$ cat config.mk
export PLATFORM = sky130hd
export DESIGN_NAME = fp32_mul_seq
export DESIGN_NICKNAME = d
export VERILOG_FILES = /design/src/rtl/fp32_mul_seq.sv
export SDC_FILE = /design/constraint.sdc
export NUM_CORES = 1
export LEC_CHECK = 0
export BUFFER_PORTS_ARGS = -buffer_cell sky130_fd_sc_hd__buf_2
export CAP_MARGIN = 10
export CORE_ASPECT_RATIO = 0.75
export CORE_MARGIN = 3
export CORE_UTILIZATION = 59
export DETAILED_ROUTE_END_ITERATION = 10
export GPL_TIMING_DRIVEN = 0
export PLACE_DENSITY = 0.76
export SLEW_MARGIN = 20
export SYNTH_ARGS = -nofsm -noshare
export SYNTH_HDL_FRONTEND = slang
export SYNTH_SLANG_ARGS = --single-unit
$ cat constraint.sdc
create_clock -name i_clk -period 4.5 [get_ports i_clk]
set_input_delay 0.9 -clock i_clk [delete_from_list [all_inputs] [get_ports i_clk]]
set_output_delay 0.9 -clock i_clk [all_outputs]
set_load 0.005 [all_outputs]
$ cat src/rtl/fp32_mul_seq.sv
// -----------------------------------------------------------------------------
// fp32_mul_seq
//   Sequential IEEE-754 single-precision multiplier. Operands are unpacked on
//   acceptance. The 48-bit mantissa product is then built by radix-2
//   shift-and-add, one partial product per cycle over 24 cycles. The result is
//   normalised, rounded to nearest-even, packed, and held on the output port
//   until it is taken. Denormal inputs are treated as zero, and underflowing
//   results are flushed to zero.
//
// Handshake (both ports): a transfer happens on a rising edge where valid and
//   ready are both high. o_valid/o_data/flags are held stable until i_ready is
//   sampled high. i_valid is ignored whenever o_ready is low. A result transfer
//   and a new acceptance never happen on the same edge.
//
// Ports
//   i_clk        rising-edge clock
//   i_rst_n      synchronous active-low reset
//   i_valid      operand pair valid
//   o_ready      core idle, can accept operands
//   i_data_one   operand A, packed fp32
//   i_data_two   operand B, packed fp32
//   o_valid      result valid, held until taken
//   i_ready      downstream accepts result
//   o_data       packed fp32 product
//   o_overflow   result overflowed to +/-inf
//   o_underflow  result flushed to +/-0 from nonzero operands
//   o_invalid    inf*0 or NaN operand
//   o_inexact    guard/sticky nonzero, or overflow/underflow occurred
//   o_dbg_state  current FSM state (IDLE=0 MUL=1 NORM=2 RND=3 OUT=4)
// -----------------------------------------------------------------------------
module fp32_mul_seq (
  input  logic        i_clk,
  input  logic        i_rst_n,
  input  logic        i_valid,
  output logic        o_ready,
  input  logic [31:0] i_data_one,
  input  logic [31:0] i_data_two,
  output logic        o_valid,
  input  logic        i_ready,
  output logic [31:0] o_data,
  output logic        o_overflow,
  output logic        o_underflow,
  output logic        o_invalid,
  output logic        o_inexact,
  output logic [2:0]  o_dbg_state
);

  typedef enum logic [2:0] {
    S_IDLE = 3'd0,
    S_MUL  = 3'd1,
    S_NORM = 3'd2,
    S_RND  = 3'd3,
    S_OUT  = 3'd4
  } state_e;

  state_e      state_q;
  logic        ready_q;
  logic        valid_q;
  logic [31:0] data_q;
  logic        ovf_q, unf_q, inv_q, inx_q;

  logic        sign_q;
  logic        special_q;
  logic [31:0] spec_data_q;
  logic        spec_inv_q;
  logic [23:0] mcand_q;
  logic [23:0] mplier_q;
  logic [47:0] p_q;
  logic [4:0]  cnt_q;
  logic [9:0]  exp_q;      // two's complement, biased exponent of the product
  logic [22:0] mant_q;
  logic        guard_q;
  logic        sticky_q;

  // ---------------------------------------------------------------------------
  // Operand decode (used only on the acceptance edge)
  // ---------------------------------------------------------------------------
  logic [7:0]  exp_a, exp_b;
  logic [22:0] frac_a, frac_b;
  logic        zero_a, zero_b, inf_a, inf_b, nan_a, nan_b;
  logic        sign_d;
  logic        special_d;
  logic [31:0] spec_data_d;
  logic        spec_inv_d;
  logic [9:0]  exp_sum_d;

  always_comb begin
    exp_a  = i_data_one[30:23];
    exp_b  = i_data_two[30:23];
    frac_a = i_data_one[22:0];
    frac_b = i_data_two[22:0];
    // Denormals (exp=0, frac!=0) fold into zero.
    zero_a = (exp_a == 8'h00);
    zero_b = (exp_b == 8'h00);
    inf_a  = (exp_a == 8'hFF) && (frac_a == 23'd0);
    inf_b  = (exp_b == 8'hFF) && (frac_b == 23'd0);
    nan_a  = (exp_a == 8'hFF) && (frac_a != 23'd0);
    nan_b  = (exp_b == 8'hFF) && (frac_b != 23'd0);
    sign_d = i_data_one[31] ^ i_data_two[31];

    special_d   = zero_a | zero_b | inf_a | inf_b | nan_a | nan_b;
    spec_inv_d  = 1'b0;
    spec_data_d = {sign_d, 31'd0};
    if (nan_a | nan_b | (inf_a & zero_b) | (zero_a & inf_b)) begin
      spec_inv_d  = 1'b1;
      spec_data_d = 32'h7FC0_0000;
    end else if (inf_a | inf_b) begin
      spec_data_d = {sign_d, 8'hFF, 23'd0};
    end

    exp_sum_d = {2'b00, exp_a} + {2'b00, exp_b} - 10'd127;
  end

  // ---------------------------------------------------------------------------
  // Shift-and-add step. The 25-bit sum keeps the carry out of P[47] so that
  // it shifts back into P[47] instead of being lost.
  // ---------------------------------------------------------------------------
  logic [24:0] add_d;
  logic [47:0] p_shift_d;

  always_comb begin
    add_d     = {1'b0, p_q[47:24]} + (mplier_q[0] ? {1'b0, mcand_q} : 25'd0);
    p_shift_d = {add_d, p_q[23:1]};
  end

  // ---------------------------------------------------------------------------
  // Normalisation: the product of two [1,2) mantissas lies in [1,4).
  // ---------------------------------------------------------------------------
  logic [22:0] mant_n;
  logic        guard_n, sticky_n;
  logic [9:0]  exp_n;

  always_comb begin
    if (p_q[47]) begin
      mant_n   = p_q[46:24];
      guard_n  = p_q[23];
      sticky_n = |p_q[22:0];
      exp_n    = exp_q + 10'd1;
    end else begin
      mant_n   = p_q[45:23];
      guard_n  = p_q[22];
      sticky_n = |p_q[21:0];
      exp_n    = exp_q;
    end
  end

  // ---------------------------------------------------------------------------
  // Round to nearest-even, then classify the final exponent.
  // ---------------------------------------------------------------------------
  logic        round_up;
  logic [23:0] mant_inc;
  logic [9:0]  exp_r;
  logic        ovf_r, unf_r;

  always_comb begin
    round_up = guard_q & (sticky_q | mant_q[0]);
    mant_inc = {1'b0, mant_q} + {23'd0, round_up};
    // On carry-out the low 23 bits are already zero; only the exponent moves.
    exp_r    = exp_q + {9'd0, mant_inc[23]};
    ovf_r    = ($signed(exp_r) >= $signed(10'sd255));
    unf_r    = ($signed(exp_r) <= $signed(10'sd0));
  end

  // ---------------------------------------------------------------------------
  // Control FSM and all registers
  // ---------------------------------------------------------------------------
  always_ff @(posedge i_clk) begin
    if (!i_rst_n) begin
      state_q     <= S_IDLE;
      ready_q     <= 1'b1;
      valid_q     <= 1'b0;
      data_q      <= 32'd0;
      ovf_q       <= 1'b0;
      unf_q       <= 1'b0;
      inv_q       <= 1'b0;
      inx_q       <= 1'b0;
      sign_q      <= 1'b0;
      special_q   <= 1'b0;
      spec_data_q <= 32'd0;
      spec_inv_q  <= 1'b0;
      mcand_q     <= 24'd0;
      mplier_q    <= 24'd0;
      p_q         <= 48'd0;
      cnt_q       <= 5'd0;
      exp_q       <= 10'd0;
      mant_q      <= 23'd0;
      guard_q     <= 1'b0;
      sticky_q    <= 1'b0;
    end else begin
      case (state_q)
        S_IDLE: begin
          if (i_valid && ready_q) begin
            ready_q     <= 1'b0;
            sign_q      <= sign_d;
            special_q   <= special_d;
            spec_data_q <= spec_data_d;
            spec_inv_q  <= spec_inv_d;
            mcand_q     <= {1'b1, frac_a};
            mplier_q    <= {1'b1, frac_b};
            p_q         <= 48'd0;
            cnt_q       <= 5'd0;
            exp_q       <= exp_sum_d;
            state_q     <= S_MUL;
          end
        end

        S_MUL: begin
          if (special_q) begin
            // Fixed result, presented one edge after acceptance.
            data_q  <= spec_data_q;
            ovf_q   <= 1'b0;
            unf_q   <= 1'b0;
            inv_q   <= spec_inv_q;
            inx_q   <= 1'b0;
            valid_q <= 1'b1;
            state_q <= S_OUT;
          end else begin
            p_q      <= p_shift_d;
            mplier_q <= mplier_q >> 1;
            if (cnt_q == 5'd23) begin
              cnt_q   <= 5'd0;
              state_q <= S_NORM;
            end else begin
              cnt_q <= cnt_q + 5'd1;
            end
          end
        end

        S_NORM: begin
          mant_q   <= mant_n;
          guard_q  <= guard_n;
          sticky_q <= sticky_n;
          exp_q    <= exp_n;
          state_q  <= S_RND;
        end

        S_RND: begin
          inv_q <= 1'b0;
          if (ovf_r) begin
            data_q <= {sign_q, 8'hFF, 23'd0};
            ovf_q  <= 1'b1;
            unf_q  <= 1'b0;
            inx_q  <= 1'b1;
          end else if (unf_r) begin
            data_q <= {sign_q, 31'd0};
            ovf_q  <= 1'b0;
            unf_q  <= 1'b1;
            inx_q  <= 1'b1;
          end else begin
            data_q <= {sign_q, exp_r[7:0], mant_inc[22:0]};
            ovf_q  <= 1'b0;
            unf_q  <= 1'b0;
            inx_q  <= guard_q | sticky_q;
          end
          valid_q <= 1'b1;
          state_q <= S_OUT;
        end

        S_OUT: begin
          if (i_ready) begin
            valid_q <= 1'b0;
            ready_q <= 1'b1;
            state_q <= S_IDLE;
          end
        end

        default: begin
          state_q <= S_IDLE;
          ready_q <= 1'b1;
          valid_q <= 1'b0;
        end
      endcase
    end
  end

  assign o_ready     = ready_q;
  assign o_valid     = valid_q;
  assign o_data      = data_q;
  assign o_overflow  = ovf_q;
  assign o_underflow = unf_q;
  assign o_invalid   = inv_q;
  assign o_inexact   = inx_q;
  assign o_dbg_state = state_q;

endmodule

After elaboration in Yosys (flattened, before gate mapping):

Cells that the tools add are included.
W data, S select, Z words.

* order comparisons: 2
* bitwise gates (word level): 17
* add/subtract/negate cells: 7
* equal/unequal tests: 13
* reductions and logical operators: 26
* multiplexer cells: 46

Operator list (count)
* $mux W48: 2
* $pmux W48 S2: 1
* $mux W31: 3
* $mux W24: 3
* $mux W32: 2
* $pmux W32 S2: 1
* $pmux W24 S2: 1
* $logic_not A23 Y1: 2
* $reduce_bool A23 Y1: 2
* $add A24 B24 Y25: 1
* $add A23 B1 Y24: 1
* $mux W23: 1
* $reduce_or A23 Y1: 1
* $reduce_or A22 Y1: 1
* $mux W10: 2
* $pmux W10 S2: 1
* $eq A8 B8 Y1 const B: 2
* $logic_not A8 Y1: 2
* $mux W5: 3
* $pmux W3 S5: 1
* $reduce_and A3 Y1: 5
* $mux W1: 14
* $mux W3: 4
* $or A1 B1 Y1: 11
* 26 further kinds: 44

* word-level logic and storage cells: 131
* bits of input ports: 68
* register bits: 212
* output and inout bits: 41

Depth between registers and ports, before layout:

* word-level depth: 8
* depth in mapped cells: 16
* depth with buffers taken out: 15

Worst setup path before layout:

No wires, ideal clock.

* kind: reg2reg
* start: register mant_q[0]
* end: register data_q[25] (netlist: o_data[25])
* setup slack: 1.286 ns
* path buffers: 0
* stages on the path, launching flop included: 16
* clock period less this slack: 3.214 ns
* data required time: 4.441 ns
* setup time: 0.059 ns
* arrival time: 3.155 ns
* path through: dfxtp_1 > o21a_1 > ha_1 > nand3_1 > nor2_1 > and2_1 > and4_1 > ha_1 > ha_1 > and2_4 > or4_4 > o21ai_2 > a41oi_2 > o21ba_2 > o21ai_1 > o211a_1

* longest elaborated chain between the ends: 8
* elaborated cells between the ends (all ways): 9
* classes of those cells: add/sub (2); order compare (2); mux (3); bitwise (2)

RTL lines
* from (decl): line 71 `logic [22:0] mant_q;`
* from (signal assigned): line 230 `mant_q <= mant_n;`
* $or A1 B1 Y1: line 156 `round_up = guard_q & (sticky_q | mant_q[0]);`
* $and A1 B1 Y1: line 156
* $add A23 B1 Y24 *: line 157 `mant_inc = {1'b0, mant_q} + {23'd0, round_up};`
* $add A10 B1 Y10 *: line 159 `exp_r = exp_q + {9'd0, mant_inc[23]};`
* $le A10 B1 Y1: line 161 `unf_r = ($signed(exp_r) <= $signed(10'sd0));`
* $mux W31: line 244 `end else if (unf_r) begin`
* $mux W31 *: line 239 `if (ovf_r) begin`
* $pmux W32 S2 *: line 190 `case (state_q)`
* to (signal assigned): line 240 `data_q <= {sign_q, 8'hFF, 23'd0};`
* to (signal assigned): line 245 `data_q <= {sign_q, 31'd0};`
* to (signal assigned): line 250 `data_q <= {sign_q, exp_r[7:0], mant_inc[22:0]};`
* to (decl): line 59 `logic [31:0] data_q;`

Mark *: on every way between the ends. The rest lies on a longest branch, timed or not.
A chain may end at the register's enable or synchronous reset.

Final worst setup path:

* start: register guard_q
* end: register data_q[1] (netlist: o_data[1])

* longest elaborated chain between the ends: 7
* elaborated cells between the ends (all ways): 8
* classes of those cells: add/sub (2); order compare (2); mux (3); bitwise (1)

RTL lines
* from (decl): line 72 `logic guard_q;`
* from (signal assigned): line 231 `guard_q <= guard_n;`
* $and A1 B1 Y1 *: line 156
* $add A23 B1 Y24 *: line 157
* $add A10 B1 Y10: line 159
* $le A10 B1 Y1: line 161
* $mux W31: line 244
* $mux W31 *: line 239
* $pmux W32 S2 *: line 190

Marked as above.

==> flow_metrics.env <==
export IMPL_grt_pass1_wl_mm=44.0
export IMPL_io_buffers=108
export IMPL_setup_tns_ns=0
export IMPL_reg2reg_slack_ns=0.45
export IMPL_r2r_cells=15
export IMPL_pre_cts_ws_ns=0.520
export IMPL_antenna_cells=0
export IMPL_ys_seq_area_share_pct=36.5
export IMPL_gp_congestion=0.953
export IMPL_antenna_found_initial=0
export IMPL_via_per_inst=5.99
export IMPL_routedWlPerCell_um=17.5
export IMPL_slew_limit_headroom_pct=43.2
export IMPL_instances_no_fill=1539
export IMPL_nets=1431
export IMPL_holdPathStages=2
export IMPL_core_area_sq_um=16300
export IMPL_die_w_um=156
export IMPL_clkTransAtPathRegs_ns=0.07
export IMPL_async_flop_share_pct=0
export IMPL_period_minus_slack_ns=4.05
export IMPL_min_to="o_data[8]"
export IMPL_firstDrtPassIters=6
export IMPL_pwr_share_seq_pct=44.8
export IMPL_cts_hold_buf=0
export IMPL_yosys_top_cells_area="dfxtp_1, nand2_1, ha_1"
export IMPL_hold_path_class="reg -> reg"
export IMPL_synth_fa_ha_area_share_pct=6.04
export IMPL_grt_ovfl_total=0
export IMPL_die_h_um=119
export IMPL_synth_fp_nets=1304
export IMPL_rr_endpoint="o_data[1]"
export IMPL_combPwrFrac_pct=16.9
export IMPL_routed_wl_mm=26.9
export IMPL_clkPwrFrac_pct=38.3
export IMPL_synth_compound_area_share_pct=23.9
export IMPL_synthXorXnorAreaFrac_pct=4.82
export IMPL_placed_cells=1507
export IMPL_track_usage_pct=29.4
export IMPL_yosysTopAreaCellShare_pct=36.5
export IMPL_critPathLaunchType="register"
export IMPL_syn_avg_cell_area_sq_um=8.40
export IMPL_internal_power_mw=2.71
export IMPL_ys_flop_type="dfxtp_1"
export IMPL_hp_start="o_data[8]"
export IMPL_hpwl_mm=20.6
export IMPL_final_max_slew_viol_count=0
export IMPL_critPathCaptureType="register"
export IMPL_clock_skew_ns=0.00832
export IMPL_hold_violations=0
export IMPL_clockBufferDepth=2
export IMPL_rows=40
export IMPL_yosysTopAreaCell="dfxtp_1"
export IMPL_postCtsSetupBuffers=0
export IMPL_drc=0
export IMPL_p_leak_nw=4.82
export IMPL_drt_initial_drc_count=878
export IMPL_whs_ns=0.450
export IMPL_critPathMaxFanout=10
export IMPL_drive_gt1_share_pct=15.3
export IMPL_fmax_ghz=0.247
export IMPL_power_density_nw_per_um2=343
export IMPL_rsz0062_at_grt="no"
export IMPL_post_cts_resize_count=0
export IMPL_vias=9211
export IMPL_r2r_start="guard_q"
export IMPL_die_area_sq_um=18500
export IMPL_p_sw_share_pct=30.5
export IMPL_synth_top_family_by_area="compound AO/OA/AOI/OAI gates"
export IMPL_area_growth_pct=13.9
export IMPL_yosys_area_share_simple_pct=21.6
export IMPL_yosysWarnings=0
export IMPL_switchingPower_mw=1.19
export IMPL_finalSetupViolations=0
export IMPL_vdd_drop_max_mv=0.279
export IMPL_timing_worst_slew_pin_value_ns=0.852
export IMPL_io_pins=109
export IMPL_synth_cell_types=75
export IMPL_syn_cell_area_sq_um=9990
export IMPL_fin_util_pct=69.8
export IMPL_ys_ff_latch=182
export IMPL_worstSetupPathType="reg -> reg"
export IMPL_final_antenna_net_count=0
export IMPL_syn_instance_count=1189
export IMPL_cts_buffers=17
export IMPL_synth_edff_count=0
export IMPL_arrival_ns=4.42
export IMPL_cts_tree="built"
export IMPL_grt_max_degree=19
export IMPL_grt_pass1_vias=8538
export IMPL_status="finished clean"
export IMPL_cts_htree_levels=4
export IMPL_start_util_pct=61.2
export IMPL_cts_root_buf="clkbuf_16"
export IMPL_finalCritPeriodShare_pct=90.1
export IMPL_clock_sinks=182
export IMPL_synthMuxAreaShare_pct=3.01
export IMPL_layout_setup_ws_ns=0.448
export IMPL_clk_latency_ns=0.44
export IMPL_cap_viol_max_count=0
export IMPL_required_ns=4.86
-- area by class of cell --
cell class / instances / area, sq um
plain buffers: 75 / 337
clock buffers: 17 / 425
clock inverters: 15 / 156
fillers: 1370 / 4930
inverters: 19 / 71.3
multi-input cells: 913 / 5940
flip-flops and latches: 182 / 3640
well taps: 210 / 263
repair buffers: 108 / 541
-- sequential cells by signal, indices dropped and copies added, names as in the netlist --
name and cells:
o_data 32, sticky_q 1, o_underflow 1, special_q 1, sign_q 1, o_ready 1
o_dbg_state 3, p_q 48, o_valid 1, mplier_q 24, guard_q 1, o_overflow 1
o_invalid 1, mant_q 23, spec_data_q 3, exp_q 10, mcand_q 24, cnt_q 5
o_inexact 1
-- layout by cell type, fill, tap and decap left out, types with 5 or more instances in the layout --
cell type	n
nand2_1	218
dfxtp_1	182
buf_2	121
a21boi_0	73
nor2_1	53
nand3_1	50
clkbuf_1	47
ha_1	45
a21oi_1	44
o21ai_0	44
a22oi_1	33
and2_1	30
xnor2_1	30
mux2i_1	30
o211a_1	28
xor2_1	25
o21ai_2	21
nor4_1	20
inv_1	19
clkbuf_16	17
nor2b_1	16
nand4_1	12
nor3_1	12
and3_1	11
a21o_1	9
o21a_1	8
nor3b_1	8
buf_1	7
a211o_1	6
a31oi_1	6
nand2b_1	5
o31ai_1	5
inv_6	5
-- metal layers --
| layer | track usage [%] | routed length (um) | up-vias |
|---|---|---|---|
| met5 | 0 | 0 | - |
| met4 | 6.18 | 332 | 0 |
| met3 | 6.19 | 1900 | 28 |
| met2 | 42.1 | 11200 | 292 |
| met1 | 45.2 | 13400 | 4376 |
| li1 | - | - | 4515 |
-- critical path, stage by stage (launching register included) --
cell     delay, ns
dfxtp_1       0.42
o21a_1        0.19
ha_1          0.21
nand3_1       0.19
nor2_1        0.25
and2_1        0.28
and4_1        0.30
ha_1          0.30
ha_1          0.31
nand2_1       0.15
nor3_1        0.34
xor2_1        0.15
a41oi_2       0.25
nand3_2       0.26
buf_6         0.24
o21ai_2       0.13
-- synthesized netlist by cell type (11+ instances only) --
| master | number |
|---|---|
| nand2_1 | 218 |
| dfxtp_1 | 182 |
| a21boi_0 | 73 |
| nor2_1 | 53 |
| nand3_1 | 50 |
| clkbuf_1 | 47 |
| ha_1 | 45 |
| a21oi_1 | 44 |
| o21ai_0 | 44 |
| a22oi_1 | 33 |
| and2_1 | 30 |
| mux2i_1 | 30 |
| xnor2_1 | 30 |
| o211a_1 | 28 |
| xor2_1 | 25 |
| nor4_1 | 21 |
| o21ai_2 | 21 |
| inv_1 | 19 |
| nor2b_1 | 16 |
| buf_2 | 13 |
| nand4_1 | 12 |
| nor3_1 | 12 |
| and3_1 | 11 |
-- power by group through the flow --
stage | clock (mW) | sequential [mW] | combinational, mW
detailed placement | 0 | 1.78 | 0.644
floorplan | 0 | 1.76 | 0.442
global route | 1.57 | 1.75 | 0.729
finish | 1.49 | 1.74 | 0.659
CTS | 1.50 | 1.74 | 0.648
global placement | 0 | 1.78 | 0.631
-- worst max path at each step --
stage	cells past startpoint	slack (ns)	end	startpoint
final	15	0.45	o_data[1]	guard_q
after global routing	15	0.08	o_data[7]	sticky_q
after CTS	15	0.49	o_data[1]	sticky_q
after detailed placement	15	0.52	o_data[1]	guard_q
after global placement	15	0.57	o_data[16]	sticky_q
after floorplan	15	1.29	o_data[25]	mant_q[0]
-- cell families (layout without fill, tap and decap cells) --
family                     Yosys count  after routing
and+or+nand+nor                    457            457
AOI/OAI and AO/OA                  324            324
DFF                                182            182
buffers and inverters               94            234
xor gates and xnor gates            55             55
adders and majority gates           47             47
muxes                               30             30
-- metrics by stage --
stage | power, mW | area [sq um]
6_report | 3.90 | 11400
5_1_grt | 4.05 | 11400
4_1_cts | 3.89 | 11400
3_5_place_dp | 2.42 | 10800
3_3_place_gp | 2.41 | 10800
2_1_floorplan | 2.21 | 9990
Note: power is estimated with default switching activity, not from simulation.
